--- config.mk ---
export PLATFORM = sky130hd
export DESIGN_NAME = menu_sequencer
export DESIGN_NICKNAME = d
export VERILOG_FILES = /design/src/rtl/menu_sequencer.sv
export SDC_FILE = /design/constraint.sdc
export NUM_CORES = 1
export LEC_CHECK = 0
export ABC_CLOCK_PERIOD_IN_PS = 3750
export CAP_MARGIN = 20
export CORE_MARGIN = 5
export CORE_UTILIZATION = 50
export CTS_CLUSTER_SIZE = 24
export DETAILED_ROUTE_END_ITERATION = 7
export GPL_TIMING_DRIVEN = 1
export HOLD_SLACK_MARGIN = 0.12
export PLACE_DENSITY_LB_ADDON = 0.1
export SYNTH_ARGS = -nofsm -noshare
export SYNTH_HDL_FRONTEND = slang
export SYNTH_SLANG_ARGS = --single-unit
--- constraint.sdc ---
create_clock -name pixel_clk -period 3.75 [get_ports pixel_clk]
set_input_delay 0.75 -clock pixel_clk [delete_from_list [all_inputs] [get_ports pixel_clk]]
set_output_delay 0.75 -clock pixel_clk [all_outputs]
set_load 0.005 [all_outputs]
--- src/rtl/menu_sequencer.sv ---
// -----------------------------------------------------------------------------
// menu_sequencer
//
// Game front-end sequencer: a cursor-driven menu, a frame-timed countdown
// ("3, 2, 1, START") and a run state that lasts until the game logic reports
// game over. It also draws the highlight bar behind the selected menu item.
//
// Configuration macro:
//   MENU_WRAP_EN  defined   -> cursor wraps (up at 0 -> last, down at last -> 0)
//                 undefined -> cursor saturates at both ends
//
// Ports:
//   pixel_clk            in   pixel clock, the only clock
//   reset                in   asynchronous, active-low reset
//   frame_tick           in   one-cycle pulse per video frame
//   btn_up/down/select/back in debounced button levels
//   game_over            in   one-cycle pulse from game logic
//   display_enable       in   VGA active-area flag
//   pixel_x, pixel_y     in   current pixel coordinates (10 bits)
//   menu_active          out  high in MENU
//   countdown_active     out  high in COUNTDOWN
//   countdown_value      out  current countdown number, 0 shows "START"
//   sel_index            out  selected item, 0..NUM_ITEMS-1
//   game_start           out  one-cycle pulse as play begins
//   highlight_visible    out  highlight-bar pixel flag (1 cycle latency)
//   highlight_color_332  out  RGB332 bar colour, 0 when not visible
// -----------------------------------------------------------------------------
module menu_sequencer #(
  parameter int         NUM_ITEMS       = 2,
  parameter int         COUNT_FROM      = 3,
  parameter int         FRAMES_PER_STEP = 60,
  parameter logic [9:0] ITEM_Y0         = 10'd200,
  parameter logic [9:0] ITEM_PITCH      = 10'd20,
  parameter logic [9:0] ITEM_H          = 10'd16,
  parameter logic [9:0] BAR_X0          = 10'd240,
  parameter logic [9:0] BAR_X1          = 10'd400,
  parameter logic [7:0] COLOR_BAR       = 8'b010_010_10
) (
  input  logic       pixel_clk,
  input  logic       reset,
  input  logic       frame_tick,
  input  logic       btn_up,
  input  logic       btn_down,
  input  logic       btn_select,
  input  logic       btn_back,
  input  logic       game_over,
  input  logic       display_enable,
  input  logic [9:0] pixel_x,
  input  logic [9:0] pixel_y,
  output logic       menu_active,
  output logic       countdown_active,
  output logic [7:0] countdown_value,
  output logic [2:0] sel_index,
  output logic       game_start,
  output logic       highlight_visible,
  output logic [7:0] highlight_color_332
);

  typedef enum logic [1:0] {
    MENU      = 2'd0,
    COUNTDOWN = 2'd1,
    RUN       = 2'd2
  } state_t;

  localparam logic [2:0] LAST_ITEM  = 3'(NUM_ITEMS - 1);
  localparam logic [7:0] COUNT_INIT = 8'(COUNT_FROM);
  localparam logic [7:0] LAST_FRAME = 8'(FRAMES_PER_STEP - 1);

  state_t     state_q, state_d;
  logic       menu_active_d, countdown_active_d, game_start_d;

  logic       up_q, down_q, select_q, back_q;
  logic       armed_q;
  logic       up_ev, down_ev, select_ev, back_ev;
  logic [7:0] frame_cnt_q;
  logic       step_expire;

  logic [9:0] row_top, row_end;
  logic       bar_hit;

  // ---------------------------------------------------------------------------
  // Button edge detection. armed_q stays low for the first cycle after reset
  // so the history registers can catch up with buttons that were already held
  // through reset; otherwise such a button would look like a fresh press.
  // ---------------------------------------------------------------------------
  // NOTE: sequential state uses non-blocking assignments so every flop samples
  // pre-edge values regardless of statement order.
  always_ff @(posedge pixel_clk or negedge reset) begin
    if (!reset) begin
      up_q     <= 1'b0;
      down_q   <= 1'b0;
      select_q <= 1'b0;
      back_q   <= 1'b0;
      armed_q  <= 1'b0;
    end else begin
      up_q     <= btn_up;
      down_q   <= btn_down;
      select_q <= btn_select;
      back_q   <= btn_back;
      armed_q  <= 1'b1;
    end
  end

  assign up_ev     = armed_q & btn_up     & ~up_q;
  assign down_ev   = armed_q & btn_down   & ~down_q;
  assign select_ev = armed_q & btn_select & ~select_q;
  assign back_ev   = armed_q & btn_back   & ~back_q;

  assign step_expire = frame_tick && (frame_cnt_q == LAST_FRAME);

  // ---------------------------------------------------------------------------
  // FSM: state register
  // ---------------------------------------------------------------------------
  always_ff @(posedge pixel_clk or negedge reset) begin
    if (!reset) state_q <= MENU;
    else        state_q <= state_d;
  end

  // ---------------------------------------------------------------------------
  // FSM: next-state logic
  // ---------------------------------------------------------------------------
  // NOTE: every always_comb output is given a default first, so no path can
  // leave it unassigned and infer a latch.
  always_comb begin
    state_d = state_q;
    unique case (state_q)
      MENU:      if (select_ev) state_d = COUNTDOWN;
      COUNTDOWN: begin
        // back wins over a simultaneous final step expiry
        if (back_ev)                                   state_d = MENU;
        else if (step_expire && countdown_value == '0) state_d = RUN;
      end
      RUN:       if (game_over) state_d = MENU;
      default:   state_d = MENU;
    endcase
  end

  // ---------------------------------------------------------------------------
  // FSM: output logic, decoded from the next state and registered below so
  // the status outputs change on the same edge as the state itself.
  // ---------------------------------------------------------------------------
  always_comb begin
    menu_active_d      = (state_d == MENU);
    countdown_active_d = (state_d == COUNTDOWN);
    game_start_d       = (state_q == COUNTDOWN) && (state_d == RUN);
  end

  always_ff @(posedge pixel_clk or negedge reset) begin
    if (!reset) begin
      menu_active      <= 1'b1;
      countdown_active <= 1'b0;
      game_start       <= 1'b0;
    end else begin
      menu_active      <= menu_active_d;
      countdown_active <= countdown_active_d;
      game_start       <= game_start_d;
    end
  end

  // ---------------------------------------------------------------------------
  // Datapath: cursor, countdown value and frame counter
  // ---------------------------------------------------------------------------
  always_ff @(posedge pixel_clk or negedge reset) begin
    if (!reset) begin
      sel_index       <= '0;
      countdown_value <= COUNT_INIT;
      frame_cnt_q     <= '0;
    end else begin
      unique case (state_q)
        MENU: begin
          if (select_ev) begin
            // select takes priority; the cursor stays where it is
            countdown_value <= COUNT_INIT;
            frame_cnt_q     <= '0;
          end else if (up_ev && !down_ev) begin
`ifdef MENU_WRAP_EN
            sel_index <= (sel_index == '0) ? LAST_ITEM : sel_index - 3'd1;
`else
            if (sel_index != '0) sel_index <= sel_index - 3'd1;
`endif
          end else if (down_ev && !up_ev) begin
`ifdef MENU_WRAP_EN
            sel_index <= (sel_index == LAST_ITEM) ? '0 : sel_index + 3'd1;
`else
            if (sel_index != LAST_ITEM) sel_index <= sel_index + 3'd1;
`endif
          end
        end
        COUNTDOWN: begin
          if (back_ev) begin
            countdown_value <= COUNT_INIT;
            frame_cnt_q     <= '0;
          end else if (step_expire) begin
            frame_cnt_q <= '0;
            // at 0 the expiry starts the game instead of decrementing
            if (countdown_value != '0) countdown_value <= countdown_value - 8'd1;
          end else if (frame_tick) begin
            frame_cnt_q <= frame_cnt_q + 8'd1;
          end
        end
        RUN: begin
          if (game_over) begin
            countdown_value <= COUNT_INIT;
            frame_cnt_q     <= '0;
          end
        end
        default: begin
          countdown_value <= COUNT_INIT;
          frame_cnt_q     <= '0;
        end
      endcase
    end
  end

  // ---------------------------------------------------------------------------
  // Highlight bar: rectangle behind the selected item, registered once.
  // ---------------------------------------------------------------------------
  always_comb begin
    row_top = ITEM_Y0 + ({7'd0, sel_index} * ITEM_PITCH);
    row_end = row_top + ITEM_H;
    bar_hit = menu_active && display_enable &&
              (pixel_x >= BAR_X0) && (pixel_x < BAR_X1) &&
              (pixel_y >= row_top) && (pixel_y < row_end);
  end

  always_ff @(posedge pixel_clk or negedge reset) begin
    if (!reset) begin
      highlight_visible   <= 1'b0;
      highlight_color_332 <= 8'h00;
    end else begin
      highlight_visible   <= bar_hit;
      highlight_color_332 <= bar_hit ? COLOR_BAR : 8'h00;
    end
  end

endmodule

# Yosys cells after proc, flatten, opt, wreduce, memory -nomap -nowiden

Cells that the tools add are included.

Multiply operators: 1
Bitwise operators: 13
Mux-type cells: 22
Equality and inequality tests: 12
Reductions and logical operators: 22
$lt $le $gt $ge: 4
Add/subtract/negate cells: 6

Operators with widths:

| kind                                                  | count |
|---|---|
| two-way mux 8 bit                                     | 10 |
| one-hot mux 8 bit (3 select lines)                    | 2 |
| two-way mux 3 bit                                     | 4 |
| adder 9 x 5 -> 10 bit (second input constant)         | 1 |
| >= comparator 10 x 8 -> 1 bit (second input constant) | 1 |
| >= comparator 10 x 9 -> 1 bit                         | 1 |
| logical AND 1 bit                                     | 10 |
| < comparator 10 bit                                   | 1 |
| < comparator 10 x 9 -> 1 bit (second input constant)  | 1 |
| adder 8 x 8 -> 9 bit (first input constant)           | 1 |
| adder 8 x 1 -> 8 bit (second input constant)          | 1 |
| AND 1 bit                                             | 8 |
| == test 8 x 6 -> 1 bit (second input constant)        | 1 |
| logical NOT 8 bit                                     | 1 |
| two-way mux 2 bit                                     | 4 |
| nonzero test 8 bit                                    | 1 |
| subtractor 8 x 1 -> 8 bit (second input constant)     | 1 |
| two-way mux 7 bit                                     | 1 |
| multiplier 3 x 3 -> 6 bit (second input constant)     | 1 |
| one-hot mux 2 bit (3 select lines)                    | 1 |
| NOT 1 bit                                             | 5 |
| AND reduction 5 bit                                   | 1 |
| == test 2 x 1 -> 1 bit (second input constant)        | 2 |
| == test 2 bit (second input constant)                 | 2 |
| other kinds (14)                                      | 18 |

Output and inout port bits: 23
Register bits after elaboration: 37

# Longest topological paths before layout

Word-level depth: 8
Mapped depth: 12

# Worst setup path before layout

No wires, ideal clock.

Kind: register to register
Start: reg sel_index[0]
End: reg highlight_color_332[3]
Library setup time: 0.094 ns
Cell stages (with the launch flop): 13
Arrival: 2.676 ns
Data required time: 3.656 ns
Slack: 0.980 ns
Cell sequence: dfrtp_1 -> ha_1 -> ha_1 -> inv_1 -> ha_1 -> xnor2_1 -> inv_1 -> nor2_1 -> nand3_1 -> ha_1 -> a2111oi_0 -> nand2_1 -> a211oi_1

Cells in the longest elaborated chain, start to end: 6

Ends and longest elaborated chain:

| element                                                                       | RTL line | text |
|---|---|---|
| start, declared                                                               | 53       | `output logic [2:0] sel_index,` |
| start signal, assigned                                                        | 179      | `if (sel_index != '0) sel_index <= sel_index - 3'd1;` |
| start signal, assigned                                                        | 185      | `if (sel_index != LAST_ITEM) sel_index <= sel_index + 3'd1;` |
| multiplier 3 x 3 -> 6 bit *                                                   | 219      | `row_top = ITEM_Y0 + ({7'd0, sel_index} * ITEM_PITCH);` |
| adder 8 x 8 -> 9 bit *                                                        | 219      |  |
| adder 9 x 5 -> 10 bit / >= comparator 10 x 9 -> 1 bit (equally long branches) | 220, 223 |  |
| < comparator 10 bit / logical AND 1 bit (equally long branches)               | 223, 222 |  |
| logical AND 1 bit *                                                           | 223      | `(pixel_y >= row_top) && (pixel_y < row_end);` |
| net bar_hit                                                                   | 79       | `logic bar_hit;` |
| two-way mux 7 bit *                                                           | 232      | `highlight_color_332 <= bar_hit ? COLOR_BAR : 8'h00;` |
| end signal, assigned                                                          | 232      |  |
| end, declared                                                                 | 56       | `output logic [7:0] highlight_color_332` |

Mark *: on every way through the listed nets, which the timed path passes. The rest lies on a longest branch.
A chain may end at the register's enable or synchronous reset.

# Worst setup path after layout

Ends and elaborated chain as after synthesis.

==> run_results.csv <==
group,metric,value,unit
synthesis,syn_inst,235,
hold_path,hold_class,"reg -> reg",
placed_design,pre_cts_slack,0.663,ns
clock_tree,clock_latency,0.28,ns
worst_setup_path,reg2reg_from,"sel_index[0]",
sta,tightest_slew,0.703,ns
power,power,1.71,mW
worst_setup_path,crit_path_end_kind,"flip-flop",
detailed_routing,antenna_left,0,
synthesis,synth_seq_area_share,0.334,
sta,setup_viol,0,
clock_tree,ctsRootBufferMaster,"clkbuf_8",
worst_setup_path,reg2reg_depth,12,
hold_path,worst_hold_startpoint,"frame_cnt_q[1]",
sta,fin_crit_sh,0.830,
hold_path,hold_path_depth,1,
die,ioPinCount,52,
worst_setup_path,crit_type,"reg -> reg",
hold_path,worst_hold_path.endpoint,"frame_cnt_q[1]",
die,die_h,77.2,um
clock_tree,clock_path_buffers,2,
worst_setup_path,slowest_delay,0.49,ns
detailed_routing,vias,1840,
synthesis,yosys_warnings,0,
synthesis,ys_types,53,
detailed_routing,drt_pass1_iterations,4,
sta,setup_tns,0,ns
power,p_leak,1.19,nW
global_route,grt_use_total,0.169,
placed_design,numPortBuffers,42,
synthesis,avgSynthCellArea,9.62,um^2
power,peakVddDrop,0.000310,V
worst_setup_path,path_cells,"ha_1 > ha_1 > inv_1 > ha_1 > xnor2_1 > inv_1 > nor2_1 > nand3_1 > ha_1 > a2111oi_0 > nand2_1 > a211oi_1",
die,die-area,5970,um^2
flow_run,drv_cap,0,
placed_design,place_congestion,0.836,
sta,finalHoldViolations,0,
clock_tree,cts_buffers,5,
final_layout,utilization,0.629,
synthesis,synth_adder_area_share,0.164,
detailed_routing,drt_iter0_drc,59,
die,start_util,0.516,
detailed_routing,routed_wl,4660,um
detailed_routing,drc_errors,0,
die,placeableCoreArea,4380,um^2
synthesis,synth_top_family_by_area,"simple AND/OR/NAND/NOR gates",
clock_tree,cts_sinks,30,
synthesis,synth-edff-count,0,
sta,rsz0062_at_grt,"false",
clock_tree,tritoncts,"yes",
die,die_w,77.2,um
worst_setup_path,crit_arrival,3.28,ns
worst_setup_path,cp-start-kind,"flip-flop",
clock_tree,cts-resized-gates,0,
worst_setup_path,rrSetupSlack,0.64,ns
clock_tree,cts-hold-fix-buffers,0,
synthesis,ys.flop_type,"dfrtp_1",
global_route,grt_pass1_vias,1869,
synthesis,synth-simple-area-share,0.215,
final_layout,mostFrequentLayoutCell,"clkdlybuf4s50_1",
synthesis,ys_async_sr_fraction,1.00,
synthesis,synth_mux_area_frac,0.0404,
power,powerDensity,620,nW/um^2
sta,timing.fmax,321,MHz
worst_setup_path,path_max_fanout,8,
worst_setup_path,critPathSlowestCell,"dfrtp_1",
worst_setup_path,path_common_cell,"ha_1",
run_status,status,"finished clean",
sta,fin_skew,0.00814,ns
placed_design,dp.final_hpwl,3670,um
worst_setup_path,rr_endpoint,"highlight_color_332[3]",
worst_setup_path,required,3.92,ns
final_layout,final_cell_mix,"clkdlybuf4s50_1 (42), ha_1 (28), dfrtp_1 (27)",
global_route,antenna_found_initial,0,
clock_tree,cts-htree-levels,2,
sta,slew_viol_final,0,
synthesis,syn_area,2260,um^2
global_route,grt_max_degree,31,
detailed_routing,vias_per_cell,5.64,
global_route,grt_pass1_wl,8470,um
sta,slew_headroom,0.531,
sta,worst_slack,0.636,ns
synthesis,synth_compound_area_frac,0.141,
clock_tree,post_cts.repair.setup_buffers,0,
final_layout,area_growth,22.0,%
synthesis,ys_ff_latch,30,
final_layout,diodes,0,
die,num_rows,24,
synthesis,synthXorXnorAreaFrac,0.0349,
final_layout,drive_above_1_share,0.0766,
sta,period_needed,3.11,ns
detailed_routing,routedWlPerCell,14.3,um
clock_tree,cts.clk_slew.worst_paths,0.07,ns
final_layout,final_nets,331,
global_route,grt-ovfl-total,0,
[worst max path at each step]
stage / from / endpoint / cells after the start
floorplan: sel_index[0] / highlight_color_332[3] / 12
global placement: sel_index[0] / highlight_color_332[3] / 12
detailed placement: sel_index[0] / highlight_color_332[3] / 11
CTS: sel_index[0] / highlight_color_332[3] / 12
global route: sel_index[0] / highlight_color_332[3] / 12
finish: sel_index[0] / highlight_color_332[3] / 12
[area by class of cell]
cell class,instances,area (um^2)
Clock buffer,7,86.3
Clock inverter,1,5.00
Fill cell,383,1630
Inverter,14,52.6
Multi-Input combinational cell,179,1370
Sequential cell,30,754
Tap cell,52,65.1
Timing Repair Buffer,43,428
[critical path: cells and delay by family (launching register included)]
kind / cells / cell delay (ns)
fa+ha+maj: 4 / 0.98
buf+inv: 2 / 0.20
xor+xnor: 1 / 0.33
compound gates: 2 / 0.66
simple gates: 3 / 0.32
flops: 1 / 0.49
[cell families after synthesis]
| kind of cell | Yosys count |
|---|---|
| adder cells (fa/ha/maj) | 29 |
| AND/OR/NAND/NOR | 82 |
| flip-flops | 30 |
| multiplexers | 9 |
| AO/OA/AOI/OAI | 44 |
| other | 2 |
| buffers and inverters | 30 |
| XOR/XNOR | 9 |
[stage by stage]
stage	instances	hold slack, ns	cell area (um^2)
floorplan	239	0.454	2280
global route	326	0.581	2760
detailed placement	318	0.526	2670
global placement	318	0.518	2670
finish	326	0.539	2760
CTS	326	0.543	2760
[registers in the layout (all words and copies together), names as in the netlist]
signal,flops
countdown_value,8
frame_cnt_q,8
sel_index,3
state_q,2
armed_q,1
back_q,1
countdown_active,1
down_q,1
game_start,1
highlight_color_332,1
menu_active,1
select_q,1
up_q,1
[cells in the mapped netlist (2+ instances only)]
master     number  area, um^2
a2111oi_0       2        17.5
a211oi_1        2        15.0
a21o_1          2        15.0
a21oi_1         7        35.0
a22o_1          4        35.0
a31o_1          2        17.5
and3_1          3        18.8
buf_2           3        15.0
buf_4           8        60.1
clkbuf_1        4        15.0
conb_1          2        7.51
dfrtp_1        27         676
dfstp_2         3        78.8
ha_1           28         350
inv_1          14        52.6
mux2i_1         8        80.1
nand2_1        15        56.3
nand2b_1        4        25.0
nand3_1         5        25.0
nand3b_1        4        30.0
nand4_1         3        18.8
nor2_1         15        56.3
nor2b_1         3        18.8
nor3_1          6        30.0
nor4_1          2        12.5
nor4_2          4        50.1
o211ai_1        3        22.5
o21a_1          3        22.5
o21ai_0         6        30.0
o21bai_1        2        15.0
o31ai_1         3        22.5
o41ai_1         2        17.5
or3_1           9        56.3
xnor2_1         7        61.3
xor2_1          2        17.5
[where the power goes]
group	switching, mW	leakage, nW	total, mW	internal, mW
registers	0.0534	0.384	0.418	0.364
clock network	0.118	0.0482	0.265	0.148
logic	0.531	0.754	1.03	0.496
total	0.702	1.19	1.71	1.01
[routing by layer]
| metal | wire length (um) | global-route usage | up-vias |
|---|---|---|---|
| met5 | 0 | 0 | - |
| met4 | 74 | 0.0533 | 0 |
| met3 | 230 | 0.0422 | 9 |
| met2 | 2320 | 0.290 | 36 |
| met1 | 2030 | 0.208 | 883 |
| li1 | - | - | 912 |
No activity file was read; power rests on OpenSTA's default activity.
